==> src/rtl/fdtd_step_sched.sv <==
// fdtd_step_sched: time-step scheduler for the 1-D FDTD accelerator.
// Each step runs Hy update, Ez update and source injection. An optional field
// sample runs every smp_int steps. Each phase uses a start/done pulse handshake.
// Optional per-phase watchdog: define FDTD_SCHED_WDOG_EN to enable it.
module fdtd_step_sched #(
    parameter int STEP_W      = 16,
    parameter int SMP_W       = 8,
    parameter int WDOG_CYCLES = 65535
) (
    input  logic              ACLK,
    input  logic              ARESET,
    input  logic              start_i,
    input  logic              abort_i,
    input  logic              clr_i,
    input  logic              int_en_i,
    input  logic [STEP_W-1:0] num_steps_i,
    input  logic [SMP_W-1:0]  smp_int_i,
    output logic              hy_start_o,
    output logic              ez_start_o,
    output logic              src_start_o,
    output logic              smp_start_o,
    input  logic              hy_done_i,
    input  logic              ez_done_i,
    input  logic              src_done_i,
    input  logic              smp_done_i,
    output logic [2:0]        phase_o,
    output logic [STEP_W-1:0] step_cnt_o,
    output logic              busy_o,
    output logic              done_o,
    output logic              aborted_o,
    output logic              irq_o,
    output logic              err_o
);

    typedef enum logic [3:0] {
        S_IDLE, S_HY_REQ, S_HY_WAIT, S_EZ_REQ, S_EZ_WAIT, S_SRC_REQ, S_SRC_WAIT,
        S_SMP_REQ, S_SMP_WAIT, S_FIN, S_ERR
    } state_t;

    state_t              state_q, state_d;
    logic [STEP_W-1:0]   step_cnt_q, step_cnt_d;
    logic [STEP_W-1:0]   num_steps_q, num_steps_d;
    logic [SMP_W-1:0]    smp_int_q, smp_int_d;
    logic [SMP_W-1:0]    smp_cnt_q, smp_cnt_d;
    logic                irq_q, irq_d;
    logic                aborted_q, aborted_d;
    logic                busy_st;
    logic                wait_st;
    logic                wdog_expired;

    assign busy_st = (state_q != S_IDLE) && (state_q != S_ERR);
    assign wait_st = (state_q == S_HY_WAIT) || (state_q == S_EZ_WAIT) ||
                     (state_q == S_SRC_WAIT) || (state_q == S_SMP_WAIT);

`ifdef FDTD_SCHED_WDOG_EN
    localparam int WDOG_W = $clog2(WDOG_CYCLES + 1);

    logic [WDOG_W-1:0] wdog_cnt_q, wdog_cnt_d;
    logic              err_q, err_d;

    assign wdog_expired = (wdog_cnt_q == WDOG_W'(WDOG_CYCLES - 1));

    // Watchdog counter restarts on every entry into a wait state; sticky error flag.
    always_comb begin
        wdog_cnt_d = wait_st ? (wdog_cnt_q + WDOG_W'(1)) : '0;
        err_d      = err_q;
        if (clr_i) begin
            err_d = 1'b0;
        end
        if ((state_d == S_ERR) && (state_q != S_ERR)) begin
            err_d = 1'b1;
        end
    end

    // Watchdog state register.
    always_ff @(posedge ACLK) begin
        if (ARESET) begin
            wdog_cnt_q <= '0;
            err_q      <= 1'b0;
        end else begin
            wdog_cnt_q <= wdog_cnt_d;
            err_q      <= err_d;
        end
    end
`else
    // Timeout parameter has no effect when the watchdog is not built.
    logic unused_wdog;
    assign unused_wdog  = (WDOG_CYCLES != 0) && wait_st;
    assign wdog_expired = 1'b0;
`endif

    // Control state register; only control and the visible step count are reset.
    always_ff @(posedge ACLK) begin
        if (ARESET) begin
            state_q    <= S_IDLE;
            step_cnt_q <= '0;
            irq_q      <= 1'b0;
            aborted_q  <= 1'b0;
        end else begin
            state_q    <= state_d;
            step_cnt_q <= step_cnt_d;
            irq_q      <= irq_d;
            aborted_q  <= aborted_d;
        end
    end

    // Run parameters and sample down-counter, always loaded before use.
    always_ff @(posedge ACLK) begin
        num_steps_q <= num_steps_d;
        smp_int_q   <= smp_int_d;
        smp_cnt_q   <= smp_cnt_d;
    end

    // Next-state and counter update logic.
    always_comb begin
        state_d     = state_q;
        step_cnt_d  = step_cnt_q;
        num_steps_d = num_steps_q;
        smp_int_d   = smp_int_q;
        smp_cnt_d   = smp_cnt_q;
        case (state_q)
            S_IDLE: begin
                if (start_i) begin
                    num_steps_d = num_steps_i;
                    smp_int_d   = smp_int_i;
                    smp_cnt_d   = smp_int_i;
                    step_cnt_d  = '0;
                    state_d     = (num_steps_i == '0) ? S_FIN : S_HY_REQ;
                end
            end
            S_HY_REQ:  state_d = S_HY_WAIT;
            S_HY_WAIT: begin
                if (hy_done_i)         state_d = S_EZ_REQ;
                else if (wdog_expired) state_d = S_ERR;
            end
            S_EZ_REQ:  state_d = S_EZ_WAIT;
            S_EZ_WAIT: begin
                if (ez_done_i)         state_d = S_SRC_REQ;
                else if (wdog_expired) state_d = S_ERR;
            end
            S_SRC_REQ: state_d = S_SRC_WAIT;
            S_SRC_WAIT: begin
                if (src_done_i) begin
                    step_cnt_d = step_cnt_q + STEP_W'(1);
                    if ((smp_int_q != '0) && (smp_cnt_q == SMP_W'(1))) begin
                        smp_cnt_d = smp_int_q;
                        state_d   = S_SMP_REQ;
                    end else begin
                        if (smp_int_q != '0) begin
                            smp_cnt_d = smp_cnt_q - SMP_W'(1);
                        end
                        state_d = (step_cnt_d == num_steps_q) ? S_FIN : S_HY_REQ;
                    end
                end else if (wdog_expired) begin
                    state_d = S_ERR;
                end
            end
            S_SMP_REQ: state_d = S_SMP_WAIT;
            S_SMP_WAIT: begin
                if (smp_done_i)        state_d = (step_cnt_q == num_steps_q) ? S_FIN : S_HY_REQ;
                else if (wdog_expired) state_d = S_ERR;
            end
            S_FIN:     state_d = S_IDLE;
            S_ERR:     if (clr_i) state_d = S_IDLE;
            default:   state_d = S_IDLE;
        endcase
        // Abort overrides any completion in the same cycle and freezes the step count.
        if (busy_st && abort_i) begin
            state_d    = S_IDLE;
            step_cnt_d = step_cnt_q;
            smp_cnt_d  = smp_cnt_q;
        end
    end

    // Sticky interrupt and one-cycle abort acknowledge; an irq set beats a clear.
    always_comb begin
        aborted_d = busy_st && abort_i;
        irq_d     = irq_q;
        if (clr_i) begin
            irq_d = 1'b0;
        end
        if ((state_q == S_FIN) && int_en_i && !abort_i) begin
            irq_d = 1'b1;
        end
    end

    // Moore output decode from the registered state.
    always_comb begin
        hy_start_o  = (state_q == S_HY_REQ);
        ez_start_o  = (state_q == S_EZ_REQ);
        src_start_o = (state_q == S_SRC_REQ);
        smp_start_o = (state_q == S_SMP_REQ);
        busy_o      = busy_st;
        done_o      = (state_q == S_FIN);
        aborted_o   = aborted_q;
        irq_o       = irq_q;
        step_cnt_o  = step_cnt_q;
`ifdef FDTD_SCHED_WDOG_EN
        err_o       = err_q;
`else
        err_o       = 1'b0;
`endif
        case (state_q)
            S_HY_REQ, S_HY_WAIT:   phase_o = 3'd1;
            S_EZ_REQ, S_EZ_WAIT:   phase_o = 3'd2;
            S_SRC_REQ, S_SRC_WAIT: phase_o = 3'd3;
            S_SMP_REQ, S_SMP_WAIT: phase_o = 3'd4;
            S_FIN:                 phase_o = 3'd5;  // wrap-up cycle, distinct from IDLE
            S_ERR:                 phase_o = 3'd7;
            default:               phase_o = 3'd0;
        endcase
    end

endmodule

==> config.mk <==
export PLATFORM = sky130hd
export DESIGN_NAME = fdtd_step_sched
export DESIGN_NICKNAME = d
export VERILOG_FILES = /design/src/rtl/fdtd_step_sched.sv
export SDC_FILE = /design/constraint.sdc
export NUM_CORES = 1
export LEC_CHECK = 0
export ABC_AREA = 1
export ABC_CLOCK_PERIOD_IN_PS = 5400
export BUFFER_PORTS_ARGS = -buffer_cell sky130_fd_sc_hd__buf_2
export CAP_MARGIN = 15
export CORE_ASPECT_RATIO = 0.9
export CORE_MARGIN = 3
export CORE_UTILIZATION = 50
export CTS_CLUSTER_DIAMETER = 100
export DETAILED_ROUTE_END_ITERATION = 6
export PLACE_DENSITY = 0.72
export SLEW_MARGIN = 10
export SYNTH_ARGS = -nofsm -noshare
export SYNTH_HDL_FRONTEND = slang
export SYNTH_SLANG_ARGS = --single-unit
==> constraint.sdc <==
create_clock -name ACLK -period 5.4 [get_ports ACLK]
set_input_delay 0.81 -clock ACLK [delete_from_list [all_inputs] [get_ports ACLK]]
set_output_delay 0.81 -clock ACLK [all_outputs]
set_load 0.1 [all_outputs]
* Word-level counts from Yosys, hierarchy flattened
Memories as Yosys holds them, arrays and structs flattened. A register that Yosys moved wholly into a read port is not among the register bits.
Cells that the tools add are included.
** Operators by class
- $add $sub $neg :: 2
- $mul :: 0
- Divide/modulo/power cells :: 0
- Magnitude comparators :: 0
- Equality and inequality tests :: 21
- Shifts and indexed selects :: 0
- Multiplexer cells :: 23
- Bitwise logic cells :: 1
- Reduce and logical (&&, ||, !) cells :: 17
** Operators with widths (count)
- 4-bit two-way mux :: 12
- 4-bit one-hot mux with 10 select lines :: 1
- 16-bit == test :: 2
- 16-bit two-way mux :: 2
- 8-bit two-way mux :: 4
- 16-bit one-hot mux with 2 select lines :: 1
- 16-bit by 1-bit adder with 16-bit output, second input constant :: 1
- 4-bit by 3-bit == test with 1-bit output, second input constant :: 4
- 16-bit zero test :: 1
- 8-bit one-hot mux with 2 select lines :: 1
- 4-bit == test, second input constant :: 3
- 2-bit inequality test, second input constant :: 6
- 4-bit by 2-bit == test with 1-bit output, second input constant :: 2
- 8-bit by 1-bit == test with 1-bit output, second input constant :: 1
- 8-bit nonzero test :: 1
- 8-bit by 1-bit subtractor with 8-bit output, second input constant :: 1
- 6-bit AND reduction :: 1
- 1-bit logical AND :: 5
- 5-bit AND reduction :: 1
- 4-bit by 1-bit == test with 1-bit output, second input constant :: 1
- 4-bit zero test :: 1
- 4-bit inequality test, second input constant :: 1
- 4-bit AND reduction :: 1
- 2-bit nonzero test :: 2
- 7 further kinds :: 8
** Storage, ports and cells
- Flip-flop bits (word level) :: 54
- Latch bits :: 0
- Memory bits (writable) :: 0
- ROM bits :: 48
- Bits of input ports :: 34
- Output and inout bits :: 28
- Word-level logic and storage cells :: 72
- Memories :: 1
** Memory list
- (no name shown) :: depth 16, bits a word 3, rd ports 1, clocked after memory_dff 1, wr ports 0, line 203 : case (state_q)

* Depth between registers and ports, before layout
- Word-level depth :: 8
- Mapped depth :: 17
- Gate-level depth less buffers :: 17

* Least setup slack after synthesis
Ideal clock, no wire load.
- Path kind :: register to output
- Start point :: register state_q[2]
- End point :: output port ez_start_o
- Data arrival time :: 2.654 ns
- Data required time :: 4.590 ns
- Setup slack :: 1.936 ns
- Stages on the path, launching flop included :: 4
- Path buffers :: 0
- Cell sequence :: dfxtp_1 > nor2_1 > inv_1 > nor3_1
** Between the ends
- Longest elaborated chain between the ends :: 1
** RTL lines
- from (decl) :: line 40 : state_t state_q, state_d;
- from (signal assigned) :: line 100 : state_q <= state_d;
- 4-bit by 2-bit == test with 1-bit output :: line 190 : ez_start_o = (state_q == S_EZ_REQ);
- to (decl) :: line 19 : output logic ez_start_o,
Every way passes these cells.

* Worst setup path after layout
- Start point :: register state_q[0]
- End point :: register smp_cnt_q[5], enable pin
** Between the ends
- Longest elaborated chain between the ends :: 5
- Elaborated cells on any way between the ends :: 12
- Those cells by class :: eq/ne: 5; bitwise: 1; reduce/logical: 6
** RTL lines
- 4-bit inequality test or 4-bit nonzero test (tied branches) :: line 51 : assign busy_st = (state_q != S_IDLE) && (state_q != S_ERR);
- 1-bit logical AND :: line 51
- 1-bit logical AND :: line 168 : if (busy_st && abort_i) begin
- 1-bit NOT (no source line)
- 5-bit AND reduction (no source line) (*)
- to (signal assigned) :: line 111 : smp_cnt_q <= smp_cnt_d;
- to (decl) :: line 44 : logic [SMP_W-1:0] smp_cnt_q, smp_cnt_d;
Mark *: on every way between the ends. The rest lies on a longest branch, timed or not.
A chain may end at the register's enable or synchronous reset.

==> report_table.html <==
<table>
<tr><th>Metric</th><th>Value</th></tr>
<tr><th colspan="2">Global routing</th></tr>
<tr><td>Overflow left after global routing</td><td>0</td></tr>
<tr><td>Maximum number of pins on one net before global-route repair</td><td>19</td></tr>
<tr><td>Met1 track demand over resource</td><td>~30%</td></tr>
<tr><td>Number of global-route vias before repair</td><td>~2900</td></tr>
<tr><td>First-pass GRT wire length</td><td>around 13 mm</td></tr>
<tr><td>GRT met3 Usage</td><td>approximately 6.3%</td></tr>
<tr><td>Overall track demand over capacity in global routing</td><td>21.4%</td></tr>
<tr><td>Met2 demand-to-capacity share in global routing</td><td>between 30% and 40%</td></tr>
<tr><td>Initial antenna violation count</td><td>0</td></tr>
<tr><td>Global routing's busiest layer</td><td>met2</td></tr>
<tr><th colspan="2">Floorplan</th></tr>
<tr><td>Core Area</td><td>around 6400 µm²</td></tr>
<tr><td>Count of pins on the block boundary</td><td>62</td></tr>
<tr><td>Die H</td><td>84.3 µm</td></tr>
<tr><td>Site row count</td><td>27</td></tr>
<tr><td>Total Die Area</td><td>between 7000 and 8000 µm²</td></tr>
<tr><td>Die outline width</td><td>between 90 and 100 µm</td></tr>
<tr><td>Initial Util</td><td>a little over half</td></tr>
<tr><th colspan="2">Power and ir drop</th></tr>
<tr><td>Total power per unit cell area</td><td>between 300 and 400 nW/µm²</td></tr>
<tr><td>Max IR drop VDD</td><td>0.327 mV</td></tr>
<tr><td>Static leakage</td><td>1.82 nW</td></tr>
<tr><th colspan="2">Hold path</th></tr>
<tr><td>Worst hold path class</td><td>reg2reg</td></tr>
<tr><th colspan="2">Place</th></tr>
<tr><td>Buffers added on ports</td><td>60</td></tr>
<tr><td>Detailed placement HPWL</td><td>6.15 mm</td></tr>
<tr><td>Final RePlAce weighted congestion</td><td>about 0.9</td></tr>
<tr><th colspan="2">Drt</th></tr>
<tr><td>Number of violations reported at the end of detailed-routing iteration 0</td><td>154</td></tr>
<tr><td>Routed wirelength normalized by instance count</td><td>about 13 µm</td></tr>
<tr><td>Final antenna-violating net count</td><td>0</td></tr>
<tr><td>Sum of routed wire length over all layers</td><td>approximately 8.0 mm</td></tr>
<tr><td>Via-per-instance ratio</td><td>between 5 and 6</td></tr>
<tr><td>Vias</td><td>~3100</td></tr>
<tr><td>DRC viols</td><td>0</td></tr>
<tr><td>Router iterations before antenna repair</td><td>5</td></tr>
<tr><th colspan="2">Setup path</th></tr>
<tr><td>Crit start category</td><td>flip-flop</td></tr>
<tr><td>Data required time at the worst endpoint</td><td>around 5.4 ns</td></tr>
<tr><td>Largest fanout on the critical path</td><td>18</td></tr>
<tr><td>Path type of the worst setup path</td><td>reg2reg</td></tr>
<tr><td>Data arrival time of the critical path</td><td>2.57 ns</td></tr>
<tr><td>Worst Setup End Kind</td><td>flip-flop</td></tr>
<tr><th colspan="2">Logic synthesis</th></tr>
<tr><td>Share of the synthesized area in compound gates (AO/OA/AOI/OAI)</td><td>under 10%</td></tr>
<tr><td>Share of synthesized area spent on multiplexers</td><td>0%</td></tr>
<tr><td>Syn Inst Count</td><td>between 400 and 500</td></tr>
<tr><td>XOR/XNOR share of the synthesized area</td><td>a little under 4%</td></tr>
<tr><td>Simple-gate area share of the yosys netlist</td><td>approximately 36%</td></tr>
<tr><td>Register bit count reported by yosys</td><td>between 50 and 60</td></tr>
<tr><td>Cell area after technology mapping</td><td>3410 µm²</td></tr>
<tr><td>Average footprint of a synthesized cell</td><td>between 7 and 8 µm²</td></tr>
<tr><td>Library cells used by synthesis</td><td>37</td></tr>
<tr><td>Dominant combinational cell family by area after synthesis</td><td>simple AND/OR/NAND/NOR gates</td></tr>
<tr><td>YS warnings</td><td>0</td></tr>
<tr><td>Synthesized netlist net count</td><td>501</td></tr>
<tr><td>Part of the Yosys area used for sequential elements</td><td>42.9%</td></tr>
<tr><td>Post-synthesis share of cell area spent on full adders, half adders and majority gates</td><td>roughly 2.2%</td></tr>
<tr><th colspan="2">Timing</th></tr>
<tr><td>Achievable clock frequency</td><td>roughly 380 MHz</td></tr>
<tr><td>Endpoints failing setup</td><td>0</td></tr>
<tr><td>Worst-margin pin slew</td><td>around 0.68 ns</td></tr>
<tr><td>Max-slew headroom at the worst pin</td><td>54.6%</td></tr>
<tr><td>Part of the cycle the worst path needs</td><td>around half</td></tr>
<tr><td>Max Clock Skew</td><td>approximately 0.011 ns</td></tr>
<tr><td>Final max-slew violation count</td><td>0</td></tr>
<tr><td>Unrepaired setup endpoints after global routing</td><td>false</td></tr>
<tr><td>Final critical delay including setup and external delays</td><td>2.60 ns</td></tr>
<tr><td>Setup_tns</td><td>0 ns</td></tr>
<tr><td>Worst hold slack</td><td>about 0.47 ns</td></tr>
<tr><td>Final Hold Fails</td><td>0</td></tr>
<tr><th colspan="2">Layout</th></tr>
<tr><td># nets final</td><td>570</td></tr>
<tr><td>Share of final-layout standard cells stronger than drive strength 1</td><td>between 20% and 30%</td></tr>
<tr><td>Antenna cells</td><td>0</td></tr>
<tr><td>Area added between synthesis and finish</td><td>17.2%</td></tr>
<tr><td>Core utilization of the finished layout</td><td>between 60% and 70%</td></tr>
<tr><th colspan="2">Run</th></tr>
<tr><td>Max-cap check violation count</td><td>0</td></tr>
<tr><th colspan="2">Clock network</th></tr>
<tr><td>Number of buffers created by CTS</td><td>9</td></tr>
<tr><td>Clock Tree Root</td><td>sky130_fd_sc_hd__clkbuf_8</td></tr>
<tr><td>Max Buffers Root-to-Sink</td><td>2</td></tr>
<tr><td>Clock H-tree levels</td><td>3</td></tr>
<tr><td>Hold-fix buffers, CTS</td><td>0</td></tr>
<tr><td>Clk Latency, worst-skew pair</td><td>between 0.3 and 0.4 ns</td></tr>
<tr><td>Reg clk slew, reported paths</td><td>approximately 0.07 ns</td></tr>
<tr><td>CTS sink cnt</td><td>57</td></tr>
<tr><td>Cts repair resizes</td><td>0</td></tr>
<tr><td>TritonCTS clock tree</td><td>done</td></tr>
<tr><td>Post-CTS Setup Bufs</td><td>0</td></tr>
<tr><th colspan="2">Run status</th></tr>
<tr><td>Run status</td><td>finished clean</td></tr>
</table>
==> registers in the layout, indices dropped and copies added (netlist names) <==
signal,cells
smp_cnt_q,8
state_q,4
smp_int_q,8
num_steps_q,16
aborted_o,1
irq_o,1
phase_o,3
step_cnt_o,16
==> routing by layer <==
metal	up-vias	part of all wire, %
li1	1618	-
met1	1410	48
met2	105	43
met3	8	7.7
met4	0	1.1
met5	-	0
==> stage by stage <==
| step | setup WS, ns | power (mW) | instance area, µm² | instances |
|---|---|---|---|---|
| global placement | 2.87 | 0.874 | 3810 | 606 |
| CTS | 2.81 | 1.27 | 3990 | 622 |
| global route | 2.57 | 1.33 | 3990 | 622 |
| floorplan | 1.94 | 0.803 | 3410 | 461 |
| detailed placement | 2.82 | 0.880 | 3810 | 606 |
| finish | 2.80 | 1.26 | 3990 | 622 |
==> cell type report <==
| class | count | area [µm²] |
|---|---|---|
| timing repair buffer | 62 | 315 |
| clock inverter | 6 | 57.6 |
| fill | 613 | 2360 |
| multi-input combinational | 331 | 1660 |
| clock buffer | 10 | 128 |
| inverter | 69 | 259 |
| sequential | 57 | 1460 |
| tap | 87 | 109 |
==> cell families (layout without fill, tap and decap cells) <==
| kind of cell | count (synthesis) | after routing |
|---|---|---|
| compound gates | 38 | 38 |
| fa+ha+maj | 6 | 6 |
| flops | 57 | 57 |
| simple gates | 271 | 271 |
| other cells | 1 | 1 |
| xor+xnor | 15 | 15 |
| buf+inv | 73 | 147 |
==> critical path: stages (launching register included) <==
cell and delay [ns]:
sky130_fd_sc_hd__dfxtp_1 0.32, sky130_fd_sc_hd__inv_1 0.15, sky130_fd_sc_hd__nand2_2 0.10, sky130_fd_sc_hd__nor2_4 0.29
sky130_fd_sc_hd__inv_2 0.18, sky130_fd_sc_hd__o21ai_1 0.13, sky130_fd_sc_hd__nand3_2 0.37, sky130_fd_sc_hd__a21oi_1 0.69
==> placed cells by master, fill, tap and decap left out, types with 3 or more instances in the layout <==
| cell type | synthesis | layout |
|---|---|---|
| sky130_fd_sc_hd__o211ai_1 | 4 | 4 |
| sky130_fd_sc_hd__xor2_1 | 6 | 6 |
| sky130_fd_sc_hd__nand3_1 | 30 | 30 |
| sky130_fd_sc_hd__o21ai_1 | 3 | 3 |
| sky130_fd_sc_hd__clkbuf_8 | 0 | 9 |
| sky130_fd_sc_hd__nand2_1 | 127 | 127 |
| sky130_fd_sc_hd__ha_1 | 6 | 6 |
| sky130_fd_sc_hd__nor2_4 | 7 | 7 |
| sky130_fd_sc_hd__dfxtp_1 | 25 | 25 |
| sky130_fd_sc_hd__nor2_1 | 63 | 62 |
| sky130_fd_sc_hd__nand2_2 | 8 | 8 |
| sky130_fd_sc_hd__nand4_1 | 8 | 8 |
| sky130_fd_sc_hd__clkinv_2 | 0 | 3 |
| sky130_fd_sc_hd__o21ai_0 | 8 | 8 |
| sky130_fd_sc_hd__nor3_1 | 15 | 15 |
| sky130_fd_sc_hd__buf_2 | 0 | 60 |
| sky130_fd_sc_hd__nor2_2 | 5 | 6 |
| sky130_fd_sc_hd__edfxtp_1 | 32 | 32 |
| sky130_fd_sc_hd__a21oi_1 | 13 | 13 |
| sky130_fd_sc_hd__inv_2 | 3 | 3 |
| sky130_fd_sc_hd__xnor2_1 | 9 | 9 |
| sky130_fd_sc_hd__inv_1 | 66 | 66 |
==> Yosys cell counts (all sizes together) <==
library cell | n | share of area, %
nand2 | 136 | 16
nor2 | 75 | 10
inv | 69 | 7.6
edfxtp | 32 | 28
nand3 | 32 | 5.0
dfxtp | 25 | 15
nor3 | 16 | 2.7
a21oi | 13 | 1.9
o21ai | 13 | 2.1
xnor2 | 9 | 2.3
nand4 | 8 | 1.5
ha | 6 | 2.2
xor2 | 6 | 1.5
o211ai | 4 | 0.88
buf | 3 | 0.66
nand3b | 2 | 0.44
nor4 | 2 | 0.37
o21a | 2 | 0.44
a211oi | 1 | 0.22
a21boi | 1 | 0.22
a311oi | 1 | 0.26
a31oi | 1 | 0.18
clkbuf | 1 | 0.11
conb | 1 | 0.11
o21bai | 1 | 0.22
o22ai | 1 | 0.18
==> report_power, final <==
group,leakage [nW],switching [mW],total [mW],internal (mW)
combinational,1.21,0.250,0.329,0.0789
sequential,0.508,0.0283,0.544,0.516
clock,0.101,0.179,0.390,0.211
==> final timing paths <==
kind / startpoint / to / slack, ns / cells past startpoint
max: state_q[0]$_SDFFE_PP0P_ / smp_cnt_q[5]$_DFFE_PP_ / 2.80 / 7
max reg2reg: state_q[0]$_SDFFE_PP0P_ / smp_cnt_q[5]$_DFFE_PP_ / 2.80 / 7
min: irq_o$_SDFFE_PP0P_ / irq_o$_SDFFE_PP0P_ / 0.47 / 2
min reg2reg: irq_o$_SDFFE_PP0P_ / irq_o$_SDFFE_PP0P_ / 0.47 / 2
No activity file was read; power rests on OpenSTA's default activity.
